**src/rtl/control_unit.sv**
```systemverilog
// Multi-cycle fetch/decode/execute sequencer for the 16-bit datapath.
// Control outputs decode combinationally from the registered instruction word.
module control_unit #(
   parameter int          PC_WIDTH = 8,
   parameter logic [3:0]  ALU_ADD  = 4'b0000
) (
   input  logic                clock,
   input  logic                reset,
   input  logic                run,
   output logic                instr_req,
   output logic [PC_WIDTH-1:0] instr_addr,
   input  logic                instr_ack,
   input  logic [15:0]         instr_data,
   input  logic                zero_flag,
   input  logic                pos_flag,
   output logic                rf_write,
   output logic [2:0]          rs_addr,
   output logic [2:0]          rt_addr,
   output logic [2:0]          rd_addr,
   output logic [15:0]         imm_data,
   output logic [3:0]          alu_sel,
   output logic                imm_sel,
   output logic                halted,
   output logic                illegal_op
);

   typedef enum logic [2:0] {
      S_IDLE   = 3'd0,
      S_FETCH  = 3'd1,
      S_DECODE = 3'd2,
      S_EXEC   = 3'd3,
      S_HALT   = 3'd4
   } state_t;

   localparam logic [3:0] OP_NOP  = 4'h0;
   localparam logic [3:0] OP_ALU  = 4'h1;
   localparam logic [3:0] OP_ADDI = 4'h2;
   localparam logic [3:0] OP_BEQZ = 4'h4;
   localparam logic [3:0] OP_BGTZ = 4'h5;
   localparam logic [3:0] OP_JMP  = 4'h6;
   localparam logic [3:0] OP_HALT = 4'hF;

   localparam logic [PC_WIDTH-1:0] PC_ONE = {{(PC_WIDTH-1){1'b0}}, 1'b1};

   function automatic logic [15:0] sext6_16(input logic [5:0] v);
      return {{10{v[5]}}, v};
   endfunction

   // PC arithmetic is modulo 2^PC_WIDTH, so the offset is extended only to PC width.
   function automatic logic [PC_WIDTH-1:0] sext6_pc(input logic [5:0] v);
      return {{(PC_WIDTH-6){v[5]}}, v};
   endfunction

   state_t              state_q, state_d;
   logic [PC_WIDTH-1:0] pc_q, pc_d;
   logic [15:0]         ir_q, ir_d;

   logic [3:0]          op_s;
   logic                is_write_s;
   logic                is_illegal_s;
   logic                branch_taken_s;

   assign op_s       = ir_q[15:12];
   assign rd_addr    = ir_q[11:9];
   assign rs_addr    = ir_q[8:6];
   assign rt_addr    = ir_q[5:3];
   assign instr_addr = pc_q;

   // State, PC and instruction register
   always_ff @(posedge clock or negedge reset) begin
      if (!reset) begin
         state_q <= S_IDLE;
         pc_q    <= {PC_WIDTH{1'b0}};
         ir_q    <= 16'h0000;
      end else begin
         state_q <= state_d;
         pc_q    <= pc_d;
         ir_q    <= ir_d;
      end
   end

   // Instruction decode into datapath controls
   always_comb begin
      imm_data     = sext6_16(ir_q[5:0]);
      alu_sel      = 4'b0000;
      imm_sel      = 1'b0;
      is_write_s   = 1'b0;
      is_illegal_s = 1'b0;
      case (op_s)
         OP_NOP: begin
            is_write_s = 1'b0;
         end
         OP_ALU: begin
            alu_sel    = {1'b0, ir_q[2:0]};
            is_write_s = 1'b1;
         end
         OP_ADDI: begin
            alu_sel    = ALU_ADD;
            imm_sel    = 1'b1;
            is_write_s = 1'b1;
         end
         // rs + 0 makes the datapath flags describe rs itself
         OP_BEQZ, OP_BGTZ: begin
            alu_sel  = ALU_ADD;
            imm_sel  = 1'b1;
            imm_data = 16'h0000;
         end
         OP_JMP, OP_HALT: begin
            is_write_s = 1'b0;
         end
         default: begin
            is_illegal_s = 1'b1;
         end
      endcase
   end

   // Branch condition evaluated from the live datapath flags
   always_comb begin
      if (op_s == OP_BEQZ) begin
         branch_taken_s = zero_flag;
      end else if (op_s == OP_BGTZ) begin
         branch_taken_s = pos_flag & ~zero_flag;
      end else begin
         branch_taken_s = 1'b0;
      end
   end

   // Next-state, PC/IR update and state-qualified outputs
   always_comb begin
      state_d    = state_q;
      pc_d       = pc_q;
      ir_d       = ir_q;
      instr_req  = 1'b0;
      rf_write   = 1'b0;
      illegal_op = 1'b0;
      halted     = 1'b0;
      case (state_q)
         S_IDLE: begin
            if (run) begin
               state_d = S_FETCH;
            end else begin
               state_d = S_IDLE;
            end
         end
         S_FETCH: begin
            instr_req = 1'b1;
            if (instr_ack) begin
               ir_d    = instr_data;
               pc_d    = pc_q + PC_ONE;
               state_d = S_DECODE;
            end else begin
               state_d = S_FETCH;
            end
         end
         S_DECODE: begin
            state_d = S_EXEC;
         end
         S_EXEC: begin
            rf_write   = is_write_s;
            illegal_op = is_illegal_s;
            // PC already points past this instruction, so offsets are relative to addr+1
            if (branch_taken_s) begin
               pc_d = pc_q + sext6_pc(ir_q[5:0]);
            end else if (op_s == OP_JMP) begin
               pc_d = ir_q[PC_WIDTH-1:0];
            end else begin
               pc_d = pc_q;
            end
            if (op_s == OP_HALT) begin
               state_d = S_HALT;
            end else if (run) begin
               state_d = S_FETCH;
            end else begin
               state_d = S_IDLE;
            end
         end
         S_HALT: begin
            halted  = 1'b1;
            state_d = S_HALT;
         end
         default: begin
            state_d = S_IDLE;
         end
      endcase
   end

endmodule
```
**config.mk**
```make
export PLATFORM = sky130hd
export DESIGN_NAME = control_unit
export DESIGN_NICKNAME = d
export VERILOG_FILES = /design/src/rtl/control_unit.sv
export SDC_FILE = /design/constraint.sdc
export NUM_CORES = 1
export LEC_CHECK = 0
export ABC_CLOCK_PERIOD_IN_PS = 4700
export CAP_MARGIN = 20
export CORE_ASPECT_RATIO = 0.75
export CORE_UTILIZATION = 50
export CTS_CLUSTER_SIZE = 20
export DETAILED_ROUTE_END_ITERATION = 16
export PLACE_DENSITY_LB_ADDON = 0.05
export SYNTH_ARGS = -nofsm -noshare
export SYNTH_HDL_FRONTEND = slang
export SYNTH_SLANG_ARGS = --single-unit
```
**constraint.sdc**
```tcl
create_clock -name clock -period 4.7 [get_ports clock]
set_input_delay 0.47 -clock clock [delete_from_list [all_inputs] [get_ports clock]]
set_output_delay 0.47 -clock clock [all_outputs]
set_load 0.02 [all_outputs]
```
## Word-level counts from Yosys, hierarchy flattened

Cells that the tools add are included.

| storage, ports and cells | value |
|---|---|
| input bits | 22 |
| flip-flop bits (word level) | 27 |

| operators by class | value |
|---|---|
| muxes and demuxes | 19 |
| reduce and logical (&&, ||, !) cells | 9 |
| bitwise gates (word level) | 2 |
| add/subtract/negate cells | 2 |
| equality and inequality tests | 12 |

Operators by type and width:

| cell | number |
|---|---|
| two-way mux 8 bit | 3 |
| two-way mux 16 bit | 1 |
| one-hot mux 8 bit (2 select lines) | 1 |
| one-hot mux 3 bit (5 select lines) | 1 |
| == test 4 x 3 -> 1 bit, second input constant | 3 |
| two-way mux 1 bit | 10 |
| adder 8 x 1 -> 8 bit, second input constant | 1 |
| adder 8 bit | 1 |
| OR reduction 7 bit | 1 |
| == test 3 x 2 -> 1 bit, second input constant | 2 |
| two-way mux 3 bit | 2 |
| == test 4 x 1 -> 1 bit, second input constant | 1 |
| == test 4 x 2 -> 1 bit, second input constant | 1 |
| == test 4 bit, second input constant | 1 |
| zero test 4 bit | 1 |
| OR reduction 2 bit | 2 |
| == test 3 x 1 -> 1 bit, second input constant | 1 |
| == test 3 bit, second input constant | 1 |
| zero test 3 bit | 1 |
| inequality test 3 bit, second input constant | 1 |
| AND reduction 3 bit | 1 |
| OR reduction 3 bit | 1 |
| two-way mux 2 bit | 1 |
| inequality test 2 bit, second input constant | 1 |
| 4 further kinds | 4 |

## Longest topological paths before layout

| logic depth | value |
|---|---|
| depth in word-level cells | 6 |
| mapped depth | 9 |
| mapped depth without buffers | 9 |

## Worst setup path before layout

No wires, ideal clock.

| timing path | value |
|---|---|
| path type | register to register |
| from | reg pc_q[0] (netlist: instr_addr[0]) |
| to | reg pc_q[4] (netlist: instr_addr[4]) |
| buffers on the path | 0 |
| slack | 2.654 ns |
| cell stages (with the launch flop) | 10 |
| setup time | 0.065 ns |
| arrival time | 1.981 ns |
| cell sequence | dfrtp_1 ha_1 inv_1 fa_1 nand2b_1 a21oi_1 xor2_1 mux2i_1 a21oi_1 o22a_1 |

| between the ends | value |
|---|---|
| word-level cells in the longest chain between the ends | 3 |
| elaborated cells on any way between the ends | 5 |
| classes of those cells | add/sub: 2; mux: 3 |

Ends and longest elaborated chain:

| element | RTL line | source |
|---|---|---|
| start, declared | 55 | `logic [PC_WIDTH-1:0] pc_q, pc_d;` |
| start signal, assigned | 73 | `pc_q <= {PC_WIDTH{1'b0}};` |
| start signal, assigned | 77 | `pc_q <= pc_d;` |
| adder 8 bit / adder 8 x 1 -> 8 bit (equally long branches) | 163, 149 |  |
| two-way mux 8 bit (on tied branches) | 162, 147 |  |
| one-hot mux 8 bit (2 select lines) * | 137 | `case (state_q)` |

Every way passes the cells marked *; elsewhere a longest branch is shown, timed or not. The select of a mux whose other input is x is not followed.
A chain may end at the register's enable or synchronous reset.

## Final worst setup path

| timing path | value |
|---|---|
| from | reg ir_q[15] |
| to | out imm_data[12] |

| between the ends | value |
|---|---|
| word-level cells in the longest chain between the ends | 3 |
| elaborated cells on any way between the ends | 4 |
| classes of those cells | eq/ne: 2; mux: 1; reduce/logical: 1 |

Ends and longest elaborated chain:

| element | RTL line | source |
|---|---|---|
| start, declared | 56 | `logic [15:0] ir_q, ir_d;` |
| start signal, assigned | 78 | `ir_q <= ir_d;` |
| == test 4 x 3 -> 1 bit | 89 | `case (op_s)` |
| OR reduction 2 bit * | 89 |  |
| two-way mux 16 bit * | 89 |  |
| end, declared | 20 | `output logic [15:0] imm_data,` |

Every way passes the cells marked *; elsewhere a longest branch is shown, timed or not.

==> run summary <==
status: finished clean
Setup Viol. Count Final: 0
die span in x: 73.6 um
Max Fclk: 361 MHz
Final ANT Viol Nets: 0
Synth cell types: 47
gr usage total: 22.1%
Placeable Area: 3660 sq um
crit end category: primary output
via count: 1618
CTS tree: built
Min-Delay Path Class: reg2reg
Post-CTS Setup Bufs: 0
post-DP HPWL: 3.17 mm
Critical Setup Path Class: reg2out
final cell count without fillers: 299
Post-Syn Instances: 204
Int Pwr: 1080 uW
Initial Util: 52.6%
IO buf count: 62
Worst Path Required: 4.23 ns
wire per inst: 14.4 um
RSZ-0062 raised after global routing: false
pin count of the biggest net entering global routing: 28
Sinks on Clock Net: 27
Static Leak: 0.00104 uW
PostCTS Resize Cnt: 0
Synth Net Count: 235
max cap viols: 0
Crit Path Max Fanout: 11
die area: 4100 sq um
switch share: 46.9%
Synth Warn #: 0
PD cells: 814 nW/um^2
ratio of cells with drive above 1 in the final layout: 10.9%
Seq/Total Area, Yosys: 35.1%
initial antenna violation count: 0
CTS Buf Count: 3
fin util: 67.9%
worst endpoint data arrival time: 2.30 ns
FP Rows: 19
hold depth: 1
Routed WL: 4.29 mm
total grt overflow: 0
I/O pins: 64
Max clock buf depth: 2
first-pass GRT wire length: 7.01 mm
synthesized cell area: 1920 sq um
setup TNS: 0 ns
Hold Vio Cnt, Final: 0
Top FF cell, synth: dfrtp_1
startpoint types: flip-flop
H-Tree Depth: 1
Seq pwr share: 25.5%
Comb pwr share: 67.9%
worst slew pin tran: 0.591 ns
dpl cells: 295
Reg2Reg Depth: 9
Psw: 949 uW
vias in the first global route: 1410
relative slew slack: 60.5%
hold_ws: 0.520 ns
Root Buffer: clkbuf_8
# hold bufs at CTS: 0
Die Y: 55.7 um
Synth Area per Inst: 9.43 sq um
Yosys reg bits: 27
clk slew on worst S/H paths: 0.09 ns
Final #Nets: 279
Post-synth EDFFs: 0
drt pass-1 iters: 4
Clock Latency Late Sink: 0.28 ns
clock group share of total power: 6.7%
Antenna Cells: 0
drt via density: 5.41
GP Congestion: 0.851
ys async rst share: 100%
Remaining DRCs: 0
VDD IR max: 467 uV
period utilisation layout: 59.0%
Final min period: 2.77 ns
Slew Viols, Final: 0
DRT iter0 DRCs: 95
clk_skew: 0.00384 ns
Layout area overhead: 29.3%
worst max-delay path, cell delays in order, from the launching register on:
cell,delay (ns)
dfrtp_1,0.43
nand2b_2,0.20
nor2_1,0.15
nor2b_1,0.52
clkdlybuf4s50_1,0.73
cell usage after synthesis, types with 2 or more instances:
cell | number | area share [%]
xor2_1 | 4 | 1.8
buf_2 | 3 | 0.78
o22ai_1 | 2 | 0.65
nand2_1 | 14 | 2.7
nand3_1 | 2 | 0.52
nor2_1 | 13 | 2.5
mux2_2 | 14 | 8.2
a31oi_1 | 2 | 0.65
nor2b_1 | 7 | 2.3
nand4_1 | 3 | 0.98
a21oi_1 | 19 | 4.9
dfrtp_1 | 27 | 35
o211ai_1 | 4 | 1.6
ha_1 | 8 | 5.2
buf_4 | 21 | 8.2
and3_1 | 6 | 2.0
a21o_1 | 2 | 0.78
mux2i_1 | 6 | 3.1
xnor2_1 | 4 | 1.8
o21ai_0 | 5 | 1.3
o21bai_1 | 3 | 1.2
nand2b_1 | 3 | 0.98
inv_1 | 7 | 1.4
o21ai_1 | 2 | 0.52
per-stage QoR:
step | power, uW | cell area, sq um | setup slack, ns
after floorplan | 1500 | 1920 | 2.65
after global placement | 1860 | 2440 | 2.34
after detailed placement | 1890 | 2440 | 2.21
after CTS | 2030 | 2490 | 1.90
after global routing | 2180 | 2490 | 1.73
final | 2020 | 2490 | 1.93
cells by family (layout without fill, tap and decap cells):
kind of cell,count (synthesis),after routing,synth area share [%]
simple gates,65,65,19.4
compound gates,42,42,13.2
buf+inv,32,75,10.9
flops,27,27,35.1
mux,20,20,11.3
fa+ha+maj,9,9,6.24
xor+xnor,8,8,3.64
other cells,1,1,0.195
power by group through the flow:
| stage | clock network [uW] | logic [uW] | registers [uW] |
|---|---|---|---|
| after global placement | 0 | 1350 | 514 |
| final | 135 | 1370 | 516 |
| after global routing | 149 | 1490 | 539 |
| after floorplan | 0 | 1010 | 496 |
| after CTS | 139 | 1380 | 514 |
| after detailed placement | 0 | 1370 | 519 |
final timing paths:
kind | startpoint | end | slack (ns)
min reg2reg | ir_q[8]$_DFFE_PN0N_ | ir_q[8]$_DFFE_PN0N_ | 0.52
min | ir_q[8]$_DFFE_PN0N_ | ir_q[8]$_DFFE_PN0N_ | 0.52
min in group asynchronous | reset | state_q[0]$_DFF_PN0_ | 0.56
max | ir_q[15]$_DFFE_PN0N_ | imm_data[12] | 1.93
max reg2reg | instr_addr[0]$_DFFE_PN0P_ | instr_addr[4]$_DFFE_PN0P_ | 2.51
max in group asynchronous | reset | ir_q[15]$_DFFE_PN0N_ | 3.87
state kept, by name (all words and copies together), names as in the netlist:
| register | count |
|---|---|
| instr_addr | 8 |
| state_q | 3 |
| ir_q | 16 |
area by class of cell:
class                           count  area, sq um
Fill cell                         325         1170
Multi-Input combinational cell    145         1040
Sequential cell                    27          676
Timing Repair Buffer               64          636
Tap cell                           52         65.1
Clock buffer                        3         41.3
Inverter                            7         26.3
Clock inverter                      1         5.00
layout by cell type (no fill, tap or decap), types with 4 or more instances in the layout:
cell              n
xnor2_1           4
nor2_1           13
xor2_1            4
ha_1              8
mux2_2           14
inv_1             7
o211ai_1          4
a21oi_1          19
nor2b_1           7
and3_1            6
clkdlybuf4s50_1  62
nand2_1          14
dfrtp_1          27
mux2i_1           6
o21ai_0           5
layer usage:
layer,global-route usage [%],wire [um]
met1,34.1,2060
met2,31.5,1860
met4,4.40,52
met5,0,0
met3,5.07,319
Power figures use the tool's default switching activity.
